**src/rtl/mips_pkg.sv**
```systemverilog
`default_nettype none
// +----------------------------------------------------------------------------+
// | mips_pkg                                                                   |
// | Shared encodings for the HI/LO multiply/divide unit.                       |
// | Revision: 1.0                                                              |
// +----------------------------------------------------------------------------+
package mips_pkg;

  localparam int MD_DATA_W = 32;

  localparam logic [1:0] MD_MULT  = 2'b00;
  localparam logic [1:0] MD_MULTU = 2'b01;
  localparam logic [1:0] MD_DIV   = 2'b10;
  localparam logic [1:0] MD_DIVU  = 2'b11;

  typedef enum logic [1:0] {
    IDLE = 2'd0,
    CALC = 2'd1,
    FIX  = 2'd2
  } md_state_e;

endpackage
`default_nettype wire

```
**src/rtl/md_shift_core.sv**
```systemverilog
`default_nettype none
// +----------------------------------------------------------------------------+
// | md_shift_core                                                              |
// | Accumulator with one radix-2 shift-add / restoring shift-subtract step.   |
// | Revision: 1.0                                                              |
// +----------------------------------------------------------------------------+
module md_shift_core #(
  parameter int DATA_W = 32
) (
  input  logic                  clk,
  input  logic                  rst_n,
  input  logic                  i_load,
  input  logic                  i_step,
  input  logic                  i_is_div,
  input  logic [DATA_W-1:0]     i_load_val,
  input  logic [DATA_W-1:0]     i_operand,
  output logic [2*DATA_W-1:0]   o_acc
);

  localparam int ACC_W = 2*DATA_W + 1;

  logic [ACC_W-1:0]  r_acc;
  logic [ACC_W-1:0]  w_shl;
  logic [ACC_W-1:0]  w_mul_nxt;
  logic [ACC_W-1:0]  w_div_nxt;
  logic [DATA_W:0]   w_sum;
  logic [DATA_W+1:0] w_diff;

  always_comb begin
    // Multiply: conditionally add into the upper half, then shift the pair right
    w_sum = {1'b0, r_acc[2*DATA_W-1:DATA_W]} + {1'b0, i_operand};
    if (r_acc[0])
      w_mul_nxt = {1'b0, w_sum, r_acc[DATA_W-1:1]};
    else
      w_mul_nxt = {2'b00, r_acc[2*DATA_W-1:DATA_W], r_acc[DATA_W-1:1]};

    // Divide: shift left, trial-subtract the divisor from the remainder field
    w_shl  = r_acc << 1;
    w_diff = {1'b0, w_shl[ACC_W-1:DATA_W]} - {2'b00, i_operand};
    if (!w_diff[DATA_W+1])
      w_div_nxt = {w_diff[DATA_W:0], w_shl[DATA_W-1:1], 1'b1};
    else
      w_div_nxt = w_shl;
  end

  always_ff @(posedge clk) begin
    if (!rst_n)
      r_acc <= '0;
    else if (i_load)
      r_acc <= {{(DATA_W+1){1'b0}}, i_load_val};
    else if (i_step)
      r_acc <= i_is_div ? w_div_nxt : w_mul_nxt;
  end

  assign o_acc = r_acc[2*DATA_W-1:0];

endmodule
`default_nettype wire

```
**src/rtl/mult_div_unit.sv**
```systemverilog
`default_nettype none
// +----------------------------------------------------------------------------+
// | mult_div_unit                                                              |
// | Iterative MIPS32 MULT/MULTU/DIV/DIVU engine owning the HI/LO registers.    |
// | Revision: 1.0                                                              |
// +----------------------------------------------------------------------------+
module mult_div_unit
  import mips_pkg::*;
#(
  parameter int DATA_W = MD_DATA_W,
  parameter int ITER   = MD_DATA_W,
  parameter int CNT_W  = 6
) (
  input  logic              clk,
  input  logic              rst_n,
  input  logic              start_e,
  input  logic [1:0]        op_e,
  input  logic [DATA_W-1:0] src_a_e,
  input  logic [DATA_W-1:0] src_b_e,
  input  logic              mthi_wb,
  input  logic              mtlo_wb,
  input  logic [DATA_W-1:0] wb_data,
  input  logic              mf_read_d,
  output logic [DATA_W-1:0] hi,
  output logic [DATA_W-1:0] lo,
  output logic              busy,
  output logic              md_stall,
  output logic              div_by_zero
);

  md_state_e r_state;
  md_state_e w_state_nxt;

  logic [CNT_W-1:0]    r_cnt;
  logic                r_is_div;
  logic                r_q_neg;
  logic                r_rem_neg;
  logic                r_dz;
  logic                r_div_by_zero;
  logic [DATA_W-1:0]   r_b_mag;
  logic [DATA_W-1:0]   r_hi;
  logic [DATA_W-1:0]   r_lo;

  logic                w_signed;
  logic                w_op_div;
  logic                w_accept;
  logic                w_calc;
  logic                w_fix;
  logic                w_abort;
  logic                w_last;
  logic [DATA_W-1:0]   w_a_mag;
  logic [DATA_W-1:0]   w_b_mag;
  logic [2*DATA_W-1:0] w_acc;
  logic [2*DATA_W-1:0] w_prod_fix;
  logic [DATA_W-1:0]   w_quo_fix;
  logic [DATA_W-1:0]   w_rem_fix;
  logic [DATA_W-1:0]   w_fix_hi;
  logic [DATA_W-1:0]   w_fix_lo;

  assign w_signed = (op_e == MD_MULT) || (op_e == MD_DIV);
  assign w_op_div = (op_e == MD_DIV)  || (op_e == MD_DIVU);
  assign w_a_mag  = (w_signed && src_a_e[DATA_W-1]) ? -src_a_e : src_a_e;
  assign w_b_mag  = (w_signed && src_b_e[DATA_W-1]) ? -src_b_e : src_b_e;

  assign w_accept = (r_state == IDLE) && start_e;
  assign w_calc   = (r_state == CALC);
  assign w_fix    = (r_state == FIX);
  assign w_abort  = w_calc && (mthi_wb || mtlo_wb);
  assign w_last   = (r_cnt == CNT_W'(ITER - 1));

  always_ff @(posedge clk) begin
    if (!rst_n)
      r_state <= IDLE;
    else
      r_state <= w_state_nxt;
  end

  always_comb begin
    w_state_nxt = r_state;
    case (r_state)
      IDLE:    if (start_e) w_state_nxt = CALC;
      CALC: begin
        if (w_abort)     w_state_nxt = IDLE;
        else if (w_last) w_state_nxt = FIX;
      end
      FIX:     w_state_nxt = IDLE;
      default: w_state_nxt = IDLE;
    endcase
  end

  // Sign flags are forced low for unsigned ops so FIX needs no op decode
  always_ff @(posedge clk) begin
    if (!rst_n) begin
      r_cnt     <= '0;
      r_is_div  <= 1'b0;
      r_q_neg   <= 1'b0;
      r_rem_neg <= 1'b0;
      r_dz      <= 1'b0;
      r_b_mag   <= '0;
    end else if (w_accept) begin
      r_cnt     <= '0;
      r_is_div  <= w_op_div;
      r_q_neg   <= w_signed && (src_a_e[DATA_W-1] ^ src_b_e[DATA_W-1]);
      r_rem_neg <= w_signed && src_a_e[DATA_W-1];
      r_dz      <= (src_b_e == '0);
      r_b_mag   <= w_b_mag;
    end else if (w_calc) begin
      r_cnt     <= r_cnt + 1'b1;
    end
  end

  md_shift_core #(
    .DATA_W (DATA_W)
  ) u_core (
    .clk        (clk),
    .rst_n      (rst_n),
    .i_load     (w_accept),
    .i_step     (w_calc),
    .i_is_div   (r_is_div),
    .i_load_val (w_a_mag),
    .i_operand  (r_b_mag),
    .o_acc      (w_acc)
  );

  assign w_prod_fix = r_q_neg   ? -w_acc : w_acc;
  assign w_quo_fix  = r_q_neg   ? -w_acc[DATA_W-1:0] : w_acc[DATA_W-1:0];
  assign w_rem_fix  = r_rem_neg ? -w_acc[2*DATA_W-1:DATA_W] : w_acc[2*DATA_W-1:DATA_W];

  // A zero divisor leaves |a| in the remainder field; its sign fix restores a
  always_comb begin
    w_fix_hi = w_prod_fix[2*DATA_W-1:DATA_W];
    w_fix_lo = w_prod_fix[DATA_W-1:0];
    if (r_is_div) begin
      w_fix_hi = w_rem_fix;
      w_fix_lo = r_dz ? '1 : w_quo_fix;
    end
  end

  // A same-edge MTHI/MTLO takes priority over the FIX result for its register
  always_ff @(posedge clk) begin
    if (!rst_n) begin
      r_hi          <= '0;
      r_lo          <= '0;
      r_div_by_zero <= 1'b0;
    end else begin
      if (w_fix) begin
        r_hi <= w_fix_hi;
        r_lo <= w_fix_lo;
      end
      if (mthi_wb) r_hi <= wb_data;
      if (mtlo_wb) r_lo <= wb_data;

      if (w_accept)
        r_div_by_zero <= 1'b0;
      else if (w_fix && r_is_div)
        r_div_by_zero <= r_dz;
    end
  end

  assign hi          = r_hi;
  assign lo          = r_lo;
  assign busy        = (r_state != IDLE);
  assign md_stall    = busy && (mf_read_d || start_e);
  assign div_by_zero = r_div_by_zero;

endmodule
`default_nettype wire

```
**config.mk**
```make
export PLATFORM = sky130hd
export DESIGN_NAME = mult_div_unit
export DESIGN_NICKNAME = d
export VERILOG_FILES = /design/src/rtl/mips_pkg.sv /design/src/rtl/md_shift_core.sv /design/src/rtl/mult_div_unit.sv
export SDC_FILE = /design/constraint.sdc
export NUM_CORES = 1
export LEC_CHECK = 0
export BUFFER_PORTS_ARGS = -buffer_cell sky130_fd_sc_hd__clkbuf_2
export CAP_MARGIN = 40
export CORE_ASPECT_RATIO = 1.25
export CORE_UTILIZATION = 54
export DETAILED_ROUTE_END_ITERATION = 10
export PLACE_DENSITY = 0.73
export SKIP_CTS_REPAIR_TIMING = 1
export SLEW_MARGIN = 20
export SYNTH_ARGS = -nofsm -noshare
export SYNTH_HDL_FRONTEND = slang
export SYNTH_HIERARCHICAL = 1
export SYNTH_SLANG_ARGS = --single-unit
```
**constraint.sdc**
```tcl
create_clock -name clk -period 7.24 [get_ports clk]
set_clock_uncertainty 0.2 [all_clocks]
set_input_delay 0.362 -clock clk [delete_from_list [all_inputs] [get_ports clk]]
set_output_delay 0.362 -clock clk [all_outputs]
set_load 0.02 [all_outputs]
```
; After elaboration in Yosys (flattened, before gate mapping)
; Cells that the tools add are included.
[classes]
n_addsub = 8
eq_ne = 7
muxes = 21
bitwise_logic = 2
reduce_logical = 20
[ops]
columns = operator, count
row1 = two-way mux 32 bit, 13
row2 = two-way mux 64 bit, 4
row3 = negator 32 bit, 4
row4 = negator 64 bit, 1
row5 = subtractor 33 x 32 -> 34 bit, 1
row6 = adder 32 x 32 -> 33 bit, 1
row7 = zero test 32 bit, 1
row8 = nonzero test 2 bit, 4
row9 = logical AND 1 bit, 7
row10 = "adder 6 x 1 -> 6 bit, second input constant", 1
row11 = "== test 2 bit, second input constant", 3
row12 = "== test 6 x 5 -> 1 bit, second input constant", 1
row13 = two-way mux 2 bit, 3
row14 = zero test 2 bit, 2
row15 = logical OR 1 bit, 4
row16 = case mux 2 bit (2 select lines), 1
row17 = "inequality test 3 x 1 -> 1 bit, second input constant", 1
row18 = "== test 2 x 1 -> 1 bit, second input constant", 1
row19 = "inequality test 2 bit, second input constant", 1
row20 = AND reduction 2 bit, 1
row21 = OR reduction 2 bit, 1
row22 = inverter 1 bit, 1
row23 = XOR 1 bit, 1
[word_totals]
reg_bits = 173
input_bits = 104
output_inout_bits = 67
wordCells = 70

; Depth between registers and ports, before layout
[depth]
depth_word = 6
ltp_mapped = 13
mapped_depth_nobuf = 13

; Cells and area by module
; The synthesis kept the hierarchy.
[by_module_without_submodules]
columns = module, instances, cells_each, area_each_um2, seq_area_each_um2
row1 = mult_div_unit, 1, 1056, 7901.3, 2182.1
row2 = md_shift_core, 1, 975, 7223.2, 1281.2

; Worst setup path before layout
; No wires, ideal clock.
[synth_timing]
kind = reg-to-reg
from = register u_core.r_acc[32]
to = register u_core.r_acc[61]
setup_time_ns = 0.120
arrival_ns = 2.892
required_ns = 6.920
setup_slack_ns = 4.028
stages_incl_launch_ff = 12
path_buffers = 0
synth_period_minus_slack_ns = 3.212
path_cell_list = dfxtp_1 -> ha_1 -> fa_1 -> a21o_1 -> a221o_1 -> o21ai_2 -> o221ai_2 -> a311oi_4 -> nor4_1 -> or3_1 -> a32oi_1 -> a21oi_1
[synth_via]
elab_chain_len = 3
elab_cells_between_ends = 5
cone_classes = 2 x add/sub / 3 x mux
[synth_lines]
columns = item, line_no
row1 = from (decl), md_shift_core.sv:22  ; logic [ACC_W-1:0] r_acc;
row2 = from (signal assigned), md_shift_core.sv:50  ; r_acc <= {{(DATA_W+1){1'b0}}, i_load_val};
row3 = from (signal assigned), md_shift_core.sv:52  ; r_acc <= i_is_div ? w_div_nxt : w_mul_nxt;
row4 = subtractor 33 x 32 -> 34 bit or adder 32 x 32 -> 33 bit (tied branches), "md_shift_core.sv:39, md_shift_core.sv:31"
row5 = two-way mux 64 bit (on tied branches), "md_shift_core.sv:40, md_shift_core.sv:32"
row6 = two-way mux 64 bit (*), md_shift_core.sv:52
; Mark *: on every way between the ends. The rest lies on a longest branch, timed or not.
; A chain may end at the register's enable or synchronous reset.

; Worst setup path after layout
[layout_timing]
from = register u_core.r_acc[46]
to = register u_core.r_acc[58]
; The elaborated chain is that of the path after synthesis.

==> parameters.txt <==
Parameter                              Value

Status
  Result of the run ... complete, but fails checks
  Failing checks ... negative hold slack

Yosys
  Leading post-synthesis cells by instance count ... sky130_fd_sc_hd__nor2_1, sky130_fd_sc_hd__a21oi_1, sky130_fd_sc_hd__dfxtp_1, sky130_fd_sc_hd__nand2_1, sky130_fd_sc_hd__o21ai_0
  Area leader, netlist ... sky130_fd_sc_hd__dfxtp_1
  Top cells by area, synth ... sky130_fd_sc_hd__dfxtp_1, sky130_fd_sc_hd__a21oi_1, sky130_fd_sc_hd__ha_1
  Yosys warns ... 6
  Most frequent cell after synthesis ... sky130_fd_sc_hd__nor2_1
  Post-synthesis sequential area ratio ... 22.9%
  Post-synthesis instance area ... 15,100 um^2
  Asr flop ratio synth ... 0%
  EDFF count, synth ... 0
  Most instantiated flip-flop cell in the synthesis netlist ... sky130_fd_sc_hd__dfxtp_1
  Area fraction of the dominant cell type after synthesis ... 22.9%
  Post-synth cell types ... 97
  Cells after Synth ... 2,031
  Nets in the synthesized netlist ... 2,206
  Flip-flop and latch count after synthesis ... 173
  Average cell area after synthesis ... 7.45 um^2

Placement
  HPWL after detailed placement ... 40.1 mm
  Area of placed instances ... 16,100 um^2
  Placed cell count ... 2,441
  Routability-driven placement congestion ratio ... 1.03
  Number of port buffers ... 170

GRT
  Largest net degree at the start of global routing ... 87
  Global routing usage summed across all routing layers ... 36.4%
  Via count of the first global-routing pass ... 14,800
  Final global-route overflow total ... 0
  Global-route wire length before repair ... 81.2 mm
  Antenna violations before repair ... 0

Finish
  Ant diodes ... 0
  P&R area growth vs syn ... 11.5%
  Number of fill cells in the layout ... 2,617
  Filler-free cell count of the finished design ... 2,482
  Fraction of layout instances using a drive strength above 1 ... 14.1%
  Final core utilization ... 61.2%
  Final design area excluding fillers ... 16,900 um^2
  Net count of the finished layout ... 2,294

Timing
  Final setup violation count ... 0
  Worst max-slew margin expressed relative to the limit ... 40.0%
  Smallest hold slack ... -0.00279 ns
  Slew at the pin closest to its max-slew limit ... 0.900 ns
  Maximum clock frequency ... 256 MHz
  RSZ-0062 raised after global routing ... false
  Final Slew Violations ... 0
  Fin crit period ... 3.91 ns
  Period Utilization, post-route ... 54.0%
  Number of failing hold endpoints at the final stage ... 1
  Final sum of negative setup slack ... 0 ns

Power
  Peak supply drop ... 0.139 mV
  Power per cell area ... 190 nW/um^2
  Static Leak ... 6.76 nW

Setup path
  Maximum cell stage delay along the critical path ... 0.79 ns
  Maximum fanout count along the critical path ... 21
  CP cell instances ... ha_1 -> and4_4 -> nand2_1 -> o211ai_1 -> nand3_1 -> nand4_1 -> nand2_1 -> a32o_1 -> a211oi_1 -> a221oi_2
  Required time at the endpoint of the critical path ... 7.34 ns
  Max stage delay cell, worst path ... sky130_fd_sc_hd__dfxtp_1
  R2r setup slk ... 3.33 ns
  Critical path class ... register to register
  Data arrival time of the critical path ... 4.01 ns
  Type of origin of the critical path ... register
  CP endpoint kind ... register
  CP dominant cell by count ... sky130_fd_sc_hd__nand2_1

Floorplan
  Placement row count ... 68
  IO Pins ... 171
  Chip height ... 189 um
  Initial core utilization ... 54.9%
  Die area ... 28,700 um^2
  Std-Cell Core Area ... 27,600 um^2
  Chip Width ... 152 um

Clock network
  TritonCTS buffer count ... 17
  Later-pin clock latency in the skew report ... 0.45 ns
  Number of buffers on the longest clock path ... 2
  Number of H-tree branching levels ... 4
  TritonCTS Sinks ... 173
  CTS Root Cell ... sky130_fd_sc_hd__clkbuf_16
  CTS tree ... done
  Clock Pin Slew Worst Setup and Hold Paths ... 0.07 ns

Drt
  Detailed-route wire length per cell ... 21.5 um
  Drt pass-1 iters ... 6
  Count of unresolved DRC violations after routing ... 0
  Total via count in the routed design ... 16,200
  Total wire length ... 53.3 mm
  DRC marker count from the first detailed-route iteration ... 1,408
  Mean number of vias per cell ... 6.52
  Number of antenna-violating nets in the routed design ... 0

Job
  Count of maximum capacitance violations ... 0

Hold path
  Hold Path Class ... input port to register
-- critical path, delay by kind of cell, from the launching register on --
| family | cells | cell delay (ns) |
|---|---|---|
| AOI/OAI and AO/OA | 4 | 1.09 |
| and+or+nand+nor | 5 | 1.22 |
| adders and majority gates | 1 | 0.45 |
| DFF | 1 | 0.79 |
-- area by class of cell --
class,instances,area (um^2),share of cell area [%]
clock inverters,14,228,1.35
repair buffers,196,1130,6.67
multi-input cells,1654,10900,64.6
clock buffers,18,429,2.54
well taps,350,438,2.60
flip-flops and latches,173,3470,20.6
inverters,77,290,1.72
-- state kept, by name, indices dropped and copies added, names as in the netlist --
register / cells
u_core/r_acc: 64
hi: 32
lo: 32
r_b_mag: 32
r_cnt: 6
r_state: 2
div_by_zero: 1
r_dz: 1
r_is_div: 1
r_q_neg: 1
r_rem_neg: 1
-- kinds of logic (layout without fill, tap and decap cells) --
logic type	count (synthesis)	after routing	share of synthesized area, %
buffers and inverters	204	305	5.20
adder cells (fa/ha/maj)	71	71	5.97
AND/OR/NAND/NOR	691	691	23.5
flip-flops	173	173	22.9
multiplexers	56	56	3.76
AO/OA/AOI/OAI	677	677	29.4
XOR/XNOR	159	159	9.21
-- routing by layer --
layer	vias to the layer above	share of wire (%)	GRT usage, %
li1	7666	-	-
met1	7636	39	43.2
met2	718	47	60.2
met3	161	6.0	3.90
met4	0	7.5	26.4
met5	-	0	0
-- final timing paths --
kind | start | to | cells after the start
worst min-delay path | wb_data[10] | lo[10] | 3
worst max register to register | u_core/r_acc[46] | u_core/r_acc[58] | 10
worst max-delay path | u_core/r_acc[46] | u_core/r_acc[58] | 10
worst min register to register | div_by_zero | div_by_zero | 2
-- metrics by stage --
stage | setup WS, ns | power, W
global route | 3.06 | 0.00335
finish | 3.33 | 0.00321
detailed placement | 3.43 | 0.00214
CTS | 3.41 | 0.00319
global placement | 3.60 | 0.00213
floorplan | 4.03 | 0.00184
-- power breakdown --
group / internal [W] / leakage [nW] / total, W / switching, W
logic: 0.000392 / 5.02 / 0.00103 / 0.000641
clock network: 0.000621 / 0.315 / 0.00105 / 0.000434
registers: 0.00101 / 1.42 / 0.00112 / 0.000112
-- cell usage in the layout (no fill, tap or decap), drive strengths merged, types with 6 or more instances in the layout --
master,count
nor2,224
a21oi,205
clkbuf,190
dfxtp,173
nand2,144
o21ai,123
xnor2,94
a211oi,92
inv,81
ha,69
xor2,65
mux2i,49
nand3,49
nor2b,44
nor3,44
and3,34
a31oi,31
o31ai,31
nor4,30
a21o,29
or3,25
nand4,25
o211ai,24
buf,23
nand2b,21
o22ai,19
o21a,14
a221oi,13
o41ai,13
or2,11
or4,9
a211o,8
and2,8
nand3b,7
mux2,7
o21bai,7
a311oi,7
o221ai,7
nor4b,6
Power figures use the tool's default switching activity.
